--- config.mk ---
export PLATFORM = sky130hd
export DESIGN_NAME = rate_change_sequencer_flat
export DESIGN_NICKNAME = d
export VERILOG_FILES = /design/src/rtl/rate_change_sequencer_if.sv /design/src/rtl/rate_change_sequencer.sv /design/src/flat_wrapper.sv
export SDC_FILE = /design/constraint.sdc
export NUM_CORES = 1
export LEC_CHECK = 0
export BUFFER_PORTS_ARGS = -buffer_cell sky130_fd_sc_hd__buf_2
export CORE_MARGIN = 2
export CORE_UTILIZATION = 55
export CTS_BUF_LIST = sky130_fd_sc_hd__clkbuf_4 sky130_fd_sc_hd__clkbuf_8
export DETAILED_ROUTE_END_ITERATION = 10
export GPL_ROUTABILITY_DRIVEN = 0
export MAX_ROUTING_LAYER = met4
export PLACE_DENSITY = 0.75
export SYNTH_ARGS = -nofsm -noshare
export SYNTH_HDL_FRONTEND = slang
export SYNTH_SLANG_ARGS = --single-unit
--- constraint.sdc ---
create_clock -name clk -period 2.4 [get_ports clk]
set_clock_uncertainty 0.05 [all_clocks]
set_input_delay 0.48 -clock clk [delete_from_list [all_inputs] [get_ports clk]]
set_output_delay 0.48 -clock clk [all_outputs]
set_load 0.01 [all_outputs]
--- src/rtl/rate_change_sequencer_if.sv ---
// Command channel of the rate-change sequencer: a rate index offered over valid/ready.
// The master drives the request; the sequencer (slave) answers with ready.
interface rate_change_sequencer_if #(
  parameter int RATE_WIDTH = 4
);
  logic [RATE_WIDTH-1:0] cmd_rate;
  logic                  cmd_valid;
  logic                  cmd_ready;

  modport master (output cmd_rate, output cmd_valid, input cmd_ready);
  modport slave  (input cmd_rate, input cmd_valid, output cmd_ready);
endinterface

--- src/rtl/rate_change_sequencer.sv ---
// Sequences rate-change commands into the QPSK variable-rate datapath: waits for the stream
// to go quiet, reprograms rate_select behind a one-cycle datapath reset, then waits for ready.
module rate_change_sequencer #(
  parameter int RATE_WIDTH     = 4,
  parameter int MAX_RATE_IDX   = 12,
  parameter int DEFAULT_RATE   = 0,
  parameter int QUIET_CYCLES   = 8,
  parameter int SETTLE_CYCLES  = 16,
  parameter int TIMEOUT_CYCLES = 1024,
  parameter int CNT_WIDTH      = 16
) (
  input  logic                  clk,
  input  logic                  reset_n,
  rate_change_sequencer_if.slave cmd,
  input  logic                  dp_valid,
  input  logic                  dp_ready,
  output logic [RATE_WIDTH-1:0] rate_select,
  output logic                  dp_reset,
  output logic                  dp_hold,
  output logic                  busy,
  output logic                  done,
  output logic                  err,
  output logic [1:0]            err_code,
  output logic [RATE_WIDTH-1:0] active_rate,
  output logic [CNT_WIDTH-1:0]  change_count
);

  typedef enum logic [2:0] {
    BOOT,
    IDLE,
    QUIET,
    RESET_DP,
    SETTLE
  } state_t;

  localparam logic [RATE_WIDTH-1:0] MAX_IDX      = RATE_WIDTH'(MAX_RATE_IDX);
  localparam logic [RATE_WIDTH-1:0] DEF_RATE     = RATE_WIDTH'(DEFAULT_RATE);
  localparam logic [CNT_WIDTH-1:0]  QUIET_LAST   = CNT_WIDTH'(QUIET_CYCLES - 1);
  localparam logic [CNT_WIDTH-1:0]  SETTLE_LAST  = CNT_WIDTH'(SETTLE_CYCLES - 1);
  localparam logic [CNT_WIDTH-1:0]  TIMEOUT_LAST = CNT_WIDTH'(TIMEOUT_CYCLES - 1);
  localparam logic [CNT_WIDTH-1:0]  CNT_ONE      = CNT_WIDTH'(1);

  localparam logic [1:0] ERR_ILLEGAL = 2'b01;
  localparam logic [1:0] ERR_QUIET   = 2'b10;
  localparam logic [1:0] ERR_READY   = 2'b11;

  state_t                state, state_nxt;
  logic [CNT_WIDTH-1:0]  quiet_cnt, quiet_cnt_nxt;
  logic [CNT_WIDTH-1:0]  settle_cnt, settle_cnt_nxt;
  logic [CNT_WIDTH-1:0]  timeout_cnt, timeout_cnt_nxt;
  logic [RATE_WIDTH-1:0] new_rate, new_rate_nxt;
  logic [RATE_WIDTH-1:0] rate_select_nxt, active_rate_nxt;
  logic                  dp_reset_nxt, dp_hold_nxt, busy_nxt, ready, ready_nxt;
  logic                  done_nxt, err_nxt;
  logic [1:0]            err_code_nxt;
  logic [CNT_WIDTH-1:0]  change_count_nxt;

  assign cmd.cmd_ready = ready;

  always_ff @(posedge clk or negedge reset_n) begin
    if (!reset_n) begin
      state        <= BOOT;
      quiet_cnt    <= '0;
      settle_cnt   <= '0;
      timeout_cnt  <= '0;
      new_rate     <= DEF_RATE;
      rate_select  <= DEF_RATE;
      active_rate  <= DEF_RATE;
      dp_reset     <= 1'b1;
      dp_hold      <= 1'b1;
      busy         <= 1'b1;
      ready        <= 1'b0;
      done         <= 1'b0;
      err          <= 1'b0;
      err_code     <= 2'b00;
      change_count <= '0;
    end else begin
      state        <= state_nxt;
      quiet_cnt    <= quiet_cnt_nxt;
      settle_cnt   <= settle_cnt_nxt;
      timeout_cnt  <= timeout_cnt_nxt;
      new_rate     <= new_rate_nxt;
      rate_select  <= rate_select_nxt;
      active_rate  <= active_rate_nxt;
      dp_reset     <= dp_reset_nxt;
      dp_hold      <= dp_hold_nxt;
      busy         <= busy_nxt;
      ready        <= ready_nxt;
      done         <= done_nxt;
      err          <= err_nxt;
      err_code     <= err_code_nxt;
      change_count <= change_count_nxt;
    end
  end

  always_comb begin
    state_nxt        = state;
    quiet_cnt_nxt    = quiet_cnt;
    settle_cnt_nxt   = settle_cnt;
    timeout_cnt_nxt  = timeout_cnt;
    new_rate_nxt     = new_rate;
    rate_select_nxt  = rate_select;
    active_rate_nxt  = active_rate;
    dp_reset_nxt     = 1'b0;
    dp_hold_nxt      = dp_hold;
    busy_nxt         = busy;
    ready_nxt        = ready;
    done_nxt         = 1'b0;
    err_nxt          = 1'b0;
    err_code_nxt     = err_code;
    change_count_nxt = change_count;

    case (state)
      BOOT: begin
        state_nxt   = IDLE;
        dp_hold_nxt = 1'b0;
        busy_nxt    = 1'b0;
        ready_nxt   = 1'b1;
      end

      IDLE: begin
        if (cmd.cmd_valid && ready) begin
          if (cmd.cmd_rate > MAX_IDX) begin
            err_nxt      = 1'b1;
            err_code_nxt = ERR_ILLEGAL;
          end else if (cmd.cmd_rate == active_rate) begin
            done_nxt = 1'b1;
          end else begin
            new_rate_nxt    = cmd.cmd_rate;
            state_nxt       = QUIET;
            ready_nxt       = 1'b0;
            busy_nxt        = 1'b1;
            dp_hold_nxt     = 1'b1;
            quiet_cnt_nxt   = '0;
            timeout_cnt_nxt = '0;
          end
        end
      end

      // A quiet run completing on the timeout edge still counts as quiet.
      QUIET: begin
        timeout_cnt_nxt = timeout_cnt + CNT_ONE;
        if (!dp_valid && quiet_cnt == QUIET_LAST) begin
          state_nxt       = RESET_DP;
          rate_select_nxt = new_rate;
          dp_reset_nxt    = 1'b1;
        end else if (timeout_cnt == TIMEOUT_LAST) begin
          state_nxt    = IDLE;
          err_nxt      = 1'b1;
          err_code_nxt = ERR_QUIET;
          dp_hold_nxt  = 1'b0;
          busy_nxt     = 1'b0;
          ready_nxt    = 1'b1;
        end else begin
          quiet_cnt_nxt = dp_valid ? '0 : quiet_cnt + CNT_ONE;
        end
      end

      RESET_DP: begin
        state_nxt       = SETTLE;
        settle_cnt_nxt  = '0;
        timeout_cnt_nxt = '0;
      end

      // The datapath is already running at the new rate, so even a timeout adopts it.
      SETTLE: begin
        timeout_cnt_nxt = timeout_cnt + CNT_ONE;
        if (settle_cnt != SETTLE_LAST) begin
          settle_cnt_nxt = settle_cnt + CNT_ONE;
        end
        if (settle_cnt == SETTLE_LAST && dp_ready) begin
          state_nxt        = IDLE;
          active_rate_nxt  = new_rate;
          done_nxt         = 1'b1;
          dp_hold_nxt      = 1'b0;
          busy_nxt         = 1'b0;
          ready_nxt        = 1'b1;
          change_count_nxt = (&change_count) ? change_count : change_count + CNT_ONE;
        end else if (timeout_cnt == TIMEOUT_LAST) begin
          state_nxt       = IDLE;
          active_rate_nxt = new_rate;
          err_nxt         = 1'b1;
          err_code_nxt    = ERR_READY;
          dp_hold_nxt     = 1'b0;
          busy_nxt        = 1'b0;
          ready_nxt       = 1'b1;
        end
      end

      default: begin
        state_nxt = BOOT;
      end
    endcase
  end

endmodule
--- src/flat_wrapper.sv ---
// flat-port wrapper written by rule: the top's interface ports become plain ports
module rate_change_sequencer_flat 
#(
  parameter int RATE_WIDTH     = 4,
  parameter int MAX_RATE_IDX   = 12,
  parameter int DEFAULT_RATE   = 0,
  parameter int QUIET_CYCLES   = 8,
  parameter int SETTLE_CYCLES  = 16,
  parameter int TIMEOUT_CYCLES = 1024,
  parameter int CNT_WIDTH      = 16
)
  (clk, reset_n, dp_valid, dp_ready, rate_select, dp_reset, dp_hold, busy, done, err, err_code, active_rate, change_count, cmd_cmd_rate, cmd_cmd_valid, cmd_cmd_ready);
  rate_change_sequencer_if #(.RATE_WIDTH(RATE_WIDTH)) cmd_i ();
  input  logic clk;
  input  logic reset_n;
  input  logic dp_valid;
  input  logic dp_ready;
  output logic [RATE_WIDTH-1:0] rate_select;
  output logic dp_reset;
  output logic dp_hold;
  output logic busy;
  output logic done;
  output logic err;
  output logic [1:0] err_code;
  output logic [RATE_WIDTH-1:0] active_rate;
  output logic [CNT_WIDTH-1:0] change_count;
  input wire logic [$bits(cmd_i.cmd_rate)-1:0] cmd_cmd_rate;
  input wire logic [$bits(cmd_i.cmd_valid)-1:0] cmd_cmd_valid;
  output wire logic [$bits(cmd_i.cmd_ready)-1:0] cmd_cmd_ready;
  assign cmd_i.cmd_rate = cmd_cmd_rate;
  assign cmd_i.cmd_valid = cmd_cmd_valid;
  assign cmd_cmd_ready = cmd_i.cmd_ready;
  rate_change_sequencer #(.RATE_WIDTH(RATE_WIDTH), .MAX_RATE_IDX(MAX_RATE_IDX), .DEFAULT_RATE(DEFAULT_RATE), .QUIET_CYCLES(QUIET_CYCLES), .SETTLE_CYCLES(SETTLE_CYCLES), .TIMEOUT_CYCLES(TIMEOUT_CYCLES), .CNT_WIDTH(CNT_WIDTH)) u_core (.clk(clk), .reset_n(reset_n), .cmd(cmd_i), .dp_valid(dp_valid), .dp_ready(dp_ready), .rate_select(rate_select), .dp_reset(dp_reset), .dp_hold(dp_hold), .busy(busy), .done(done), .err(err), .err_code(err_code), .active_rate(active_rate), .change_count(change_count));
endmodule
Word-level counts from Yosys, hierarchy flattened:

Index checks and enable logic that the tools add are counted.

* add/sub/neg operators: 4
* $lt $le $gt $ge: 1
* equal/unequal tests: 19
* muxes and demuxes: 57
* bitwise logic cells: 3
* reductions and logical operators: 23

Operators by type and width (number)
* two-way mux 16 bit: 7
* adder 16 x 1 -> 16 bit (second input constant): 4
* case mux 16 bit (2 select lines): 2
* case mux 16 bit (3 select lines): 1
* two-way mux 1 bit: 26
* two-way mux 3 bit: 6
* equality test 16 x 10 -> 1 bit (second input constant): 1
* equality test 16 x 3 -> 1 bit (second input constant): 1
* equality test 16 x 4 -> 1 bit (second input constant): 1
* inequality test 16 x 4 -> 1 bit (second input constant): 1
* AND reduction 16 bit: 1
* case mux 3 bit (5 select lines): 1
* two-way mux 2 bit: 6
* case mux 1 bit (4 select lines): 3
* inequality test 2 x 1 -> 1 bit (second input constant): 5
* inequality test 2 bit (second input constant): 5
* two-way mux 4 bit: 2
* AND reduction 4 bit: 2
* AND reduction 7 bit: 1
* equality test 3 x 2 -> 1 bit (second input constant): 2
* case mux 2 bit (3 select lines): 1
* AND reduction 2 bit: 3
* AND reduction 3 bit: 2
* AND reduction 6 bit: 1
* 15 further kinds: 22

* register bits: 87
* input bits: 9
* output and inout port bits: 32
* logic and storage cells: 122

Longest topological paths before layout:

* depth after elaboration: 5
* gate-level depth with buffers: 7
* gate-level depth less buffers: 6

Least setup slack after synthesis:

OpenSTA, ideal clock, no wires.

* path type: reg2reg
* start: reg u_core.change_count[2]
* end: reg u_core.change_count[1]
* setup time: 0.125 ns
* arrival: 2.055 ns
* data required time: 2.225 ns
* path slack: 0.170 ns
* stages on the path, launching flop included: 7
* path buffers: 1
* period minus slack after synthesis: 2.230 ns
* cells stage by stage: dfrtp_1 > and4_1 > nand4_1 > or4_1 > clkbuf_1 > nand2_1 > mux2_2

* longest elaborated chain between the ends: 3

RTL lines
* start: declaration: RTL line rate_change_sequencer.sv:25 `output logic [CNT_WIDTH-1:0] change_count`
* start signal: assignment: RTL line rate_change_sequencer.sv:92 `change_count <= change_count_nxt;`
* AND reduction 16 bit: RTL line rate_change_sequencer.sv:178 `change_count_nxt = (&change_count) ? change_count : change_count + CNT_ONE;`
* NOT 1 bit (no source line)
* AND reduction 3 bit (no source line)

No other way between the ends.
A chain may end at the register's enable or synchronous reset.

Worst setup path after layout:

* start: reg u_core.timeout_cnt[13]
* end: reg u_core.quiet_cnt[2]

* longest elaborated chain between the ends: 3

RTL lines
* start: declaration: RTL line rate_change_sequencer.sv:50 `logic [CNT_WIDTH-1:0] timeout_cnt, timeout_cnt_nxt;`
* start signal: assignment: RTL line rate_change_sequencer.sv:81 `timeout_cnt <= timeout_cnt_nxt;`
* equality test 16 x 10 -> 1 bit: RTL line rate_change_sequencer.sv:147 `end else if (timeout_cnt == TIMEOUT_LAST) begin`
* inequality test 2 bit (no source line)
* AND reduction 6 bit (no source line)
* end signal: assignment: RTL line rate_change_sequencer.sv:79 `quiet_cnt <= quiet_cnt_nxt;`
* end: declaration: RTL line rate_change_sequencer.sv:48 `logic [CNT_WIDTH-1:0] quiet_cnt, quiet_cnt_nxt;`

No other way between the ends.

==> results_dict.tcl <==
set metrics [dict create \
    finalWorstPathRequiredPeriod_ns 2.32 \
    ir_worst_vdd_v 0.000379 \
    die_w_um 95.5 \
    htree_levels 3 \
    timing.critical_path.cells "or4_4, or4_4, and3_1, and2_4, o22a_1" \
    cpLargestDelayFamily "simple AND/OR/NAND/NOR gates" \
    grt_setup_unrepaired "false" \
    syn_avg_cell_area_um2 9.66 \
    worstPathMaxFanout 9 \
    route.final.wire_length_um 10800 \
    syn_to_final_growth_pct 15.0 \
    root_buffer_cell "sky130_fd_sc_hd__clkbuf_8" \
    final.fill_count 638 \
    whs_ns 0.0254 \
    cts.clk_slew.worst_paths_ns 0.08 \
    swShare 0.328 \
    timing_worst_slew_pin_value_ns 0.640 \
    numnets_final 554 \
    pwr-share-comb 0.252 \
    layout-drive-gt1-share 0.201 \
    finalMaxSlewViolations 0 \
    seq_area_frac_synth 0.473 \
    design.portCount 41 \
    largest_area_contributor_in_the_netlist "sky130_fd_sc_hd__dfrtp_1" \
    ys_types 58 \
    post-synth-top-count-cell "sky130_fd_sc_hd__dfrtp_1" \
    drc_errors 0 \
    setup-violations-final 0 \
    vias_in_the_first_global_route 3690 \
    cellInternalPower_mw 2.46 \
    synthesis.area_um2 4610 \
    seqCellArea_um2 2180 \
    critical_path.endpoint_type "flop" \
    netlist_top_cells_count "sky130_fd_sc_hd__dfrtp_1, sky130_fd_sc_hd__nand2_1, sky130_fd_sc_hd__nor2_1" \
    port-buffer-count 40 \
    ctsResizeCount 0 \
    grt.overflow.total 0 \
    tritoncts_clock_tree "built" \
    detail_route.vias_per_cell 6.13 \
    design.core.area_um2 8180 \
    critPathBufInv 0 \
    grt_max_degree 50 \
    grtUsageTotal 0.261 \
    synth-edff-count 0 \
    maxClockFrequency_ghz 0.432 \
    crit_top_cell "sky130_fd_sc_hd__or4_4" \
    slew_headroom 0.570 \
    crit_path_start_kind "flop" \
    leakage_power_figure_nw 2.40 \
    initial_utilization 0.564 \
    cp.required_ns 2.60 \
    fin_crit_sh 0.965 \
    cts_inserted_buffers 9 \
    chip_height_um 95.5 \
    net-switching-power_mw 1.20 \
    maxCapViolations 0 \
    clockPowerShare 0.279 \
    grt_antenna_before_repair 0 \
    antenna_left 0 \
    antennaDiodeCount 0 \
    floorplan.die_area_um2 9120 \
    ys.flop_type "sky130_fd_sc_hd__dfrtp_1" \
    synth-warning-count 0 \
    tritoncts_num_sinks 87 \
    timing.final.hold_violations 0 \
    routed_wire_length_per_instance_um 16.6 \
    drtPass1Iterations 5 \
    synth_area_leaders "sky130_fd_sc_hd__dfrtp_1, sky130_fd_sc_hd__xnor2_1, sky130_fd_sc_hd__nand2_1" \
    syn_nets 490 \
    timing.critical_path.slowest_cell_delay_ns 0.53 \
    critical_path_at_ns 2.52 \
    clock_latency_reported_for_the_late_side_of_the_worst_skew_pair_ns 0.37 \
    run_status "finished, final reports clean" \
    route.vias.total 3988 \
    cts_setup_buffers 0 \
    crit_type "flop to flop" \
    hold_class "input pin to asynchronous set/reset pin" \
    cts-hold-fix-buffers 0 \
    grt_first_pass_wirelength_um 18000 \
    drt_iter0_markers 219 \
    yosys_register_bits 87 \
    multi_input_area_um2 2330 \
    crit_path_top_delay_cell "sky130_fd_sc_hd__or4_4" \
    clk_path_buf_depth 2 \
    setup_tns_ns 0 \
    p_seq_frac 0.469 \
    netlist.area_leader.share 0.456 \
    power_density_nw_per_um2 692 \
    placementRows 33 \
    hpwl_um 7740 \
    synth_async_sr_flop_share 1.00 \
    netlist_instances 477 \
]
==> power groups by stage <==
| stage | Clock [mW] | Combinational, mW | Sequential [mW] |
|---|---|---|---|
| after CTS | 1.04 | 0.923 | 1.72 |
| after global placement | 0 | 0.893 | 1.74 |
| final | 1.02 | 0.925 | 1.72 |
| after global routing | 1.11 | 1.02 | 1.74 |
| after floorplan | 0 | 0.575 | 1.72 |
| after detailed placement | 0 | 0.918 | 1.75 |
==> layout by cell type, fill, tap and decap left out, types with 3 or more instances in the layout <==
cell type	instances
sky130_fd_sc_hd__a211o_1	4
sky130_fd_sc_hd__a21o_1	3
sky130_fd_sc_hd__a21oi_1	25
sky130_fd_sc_hd__a31oi_1	8
sky130_fd_sc_hd__a41oi_1	4
sky130_fd_sc_hd__and2_1	6
sky130_fd_sc_hd__and3_1	8
sky130_fd_sc_hd__and4_1	5
sky130_fd_sc_hd__buf_2	39
sky130_fd_sc_hd__buf_4	28
sky130_fd_sc_hd__clkbuf_8	9
sky130_fd_sc_hd__clkinv_2	3
sky130_fd_sc_hd__dfrtp_1	84
sky130_fd_sc_hd__dfstp_2	3
sky130_fd_sc_hd__ha_1	4
sky130_fd_sc_hd__inv_1	9
sky130_fd_sc_hd__mux2_2	14
sky130_fd_sc_hd__mux2i_1	6
sky130_fd_sc_hd__nand2_1	50
sky130_fd_sc_hd__nand2b_1	3
sky130_fd_sc_hd__nand3_1	29
sky130_fd_sc_hd__nand4_1	15
sky130_fd_sc_hd__nand4b_1	3
sky130_fd_sc_hd__nor2_1	34
sky130_fd_sc_hd__nor3_1	13
sky130_fd_sc_hd__nor3b_1	4
sky130_fd_sc_hd__nor4_1	22
sky130_fd_sc_hd__nor4b_1	3
sky130_fd_sc_hd__nor4bb_1	4
sky130_fd_sc_hd__o211a_1	3
sky130_fd_sc_hd__o211ai_1	4
sky130_fd_sc_hd__o21a_1	3
sky130_fd_sc_hd__o21ai_0	20
sky130_fd_sc_hd__o22a_1	3
sky130_fd_sc_hd__or3_1	7
sky130_fd_sc_hd__or4_1	3
sky130_fd_sc_hd__xnor2_1	23
sky130_fd_sc_hd__xor2_1	7
==> final timing paths <==
kind,startpoint,end,slack [ns],depth (start not counted)
worst max register to register,u_core.timeout_cnt[13],u_core.quiet_cnt[2],0.08,5
worst max-delay path,u_core.timeout_cnt[13],u_core.quiet_cnt[2],0.08,5
max in group asynchronous,reset_n,u_core.busy,1.58,2
worst min-delay path,reset_n,u_core.quiet_cnt[13],0.03,1
worst min register to register,u_core.rate_select[3],u_core.rate_select[3],0.45,1
min in group clk,cmd_cmd_rate[1],u_core.new_rate[1],0.35,2
==> final cells by class <==
cell class,instances,area share
inverters,9,0.00638
repair buffers,68,0.0803
multi-input cells,366,0.440
clock inverters,6,0.0116
flip-flops and latches,87,0.412
well taps,105,0.0248
clock buffers,10,0.0248
==> cells by family after synthesis <==
group / Yosys count / synth area share
compound gates: 93 / 0.133
xor+xnor: 30 / 0.0570
flops: 87 / 0.473
fa+ha+maj: 4 / 0.0109
mux: 20 / 0.0473
buf+inv: 24 / 0.0212
simple gates: 219 / 0.257
==> state kept, by name (all words and copies together) (netlist names) <==
name	flops
u_core.settle_cnt	16
u_core.err	1
u_core.dp_reset	1
u_core.quiet_cnt	16
u_core.busy	1
u_core.change_count	16
u_core.done	1
u_core.active_rate	4
u_core.state	3
u_core.new_rate	4
u_core.cmd.cmd_ready	1
u_core.err_code	2
u_core.rate_select	4
u_core.dp_hold	1
u_core.timeout_cnt	16
==> per-layer routing <==
layer / track usage / vias to the layer above / share of wire
met5: - / - / 0
met4: 0.0821 / 0 / 0.012
met3: 0.0458 / 11 / 0.045
met2: 0.398 / 105 / 0.47
met1: 0.356 / 1965 / 0.47
li1: - / 1907 / -
==> through the flow <==
stage                     power [mW]  cell area, um2  std cells  utilization  setup WS [ns]
after global placement          2.63            5100        635        0.624          0.112
after floorplan                 2.29            4610        477            -          0.170
final                           3.67            5300        651        0.648         0.0836
after global routing            3.87            5300        651        0.648         0.0267
after CTS                       3.68            5290        651        0.647         0.0402
after detailed placement        2.66            5100        635        0.624         0.0544
No activity file was read; power rests on OpenSTA's default activity.
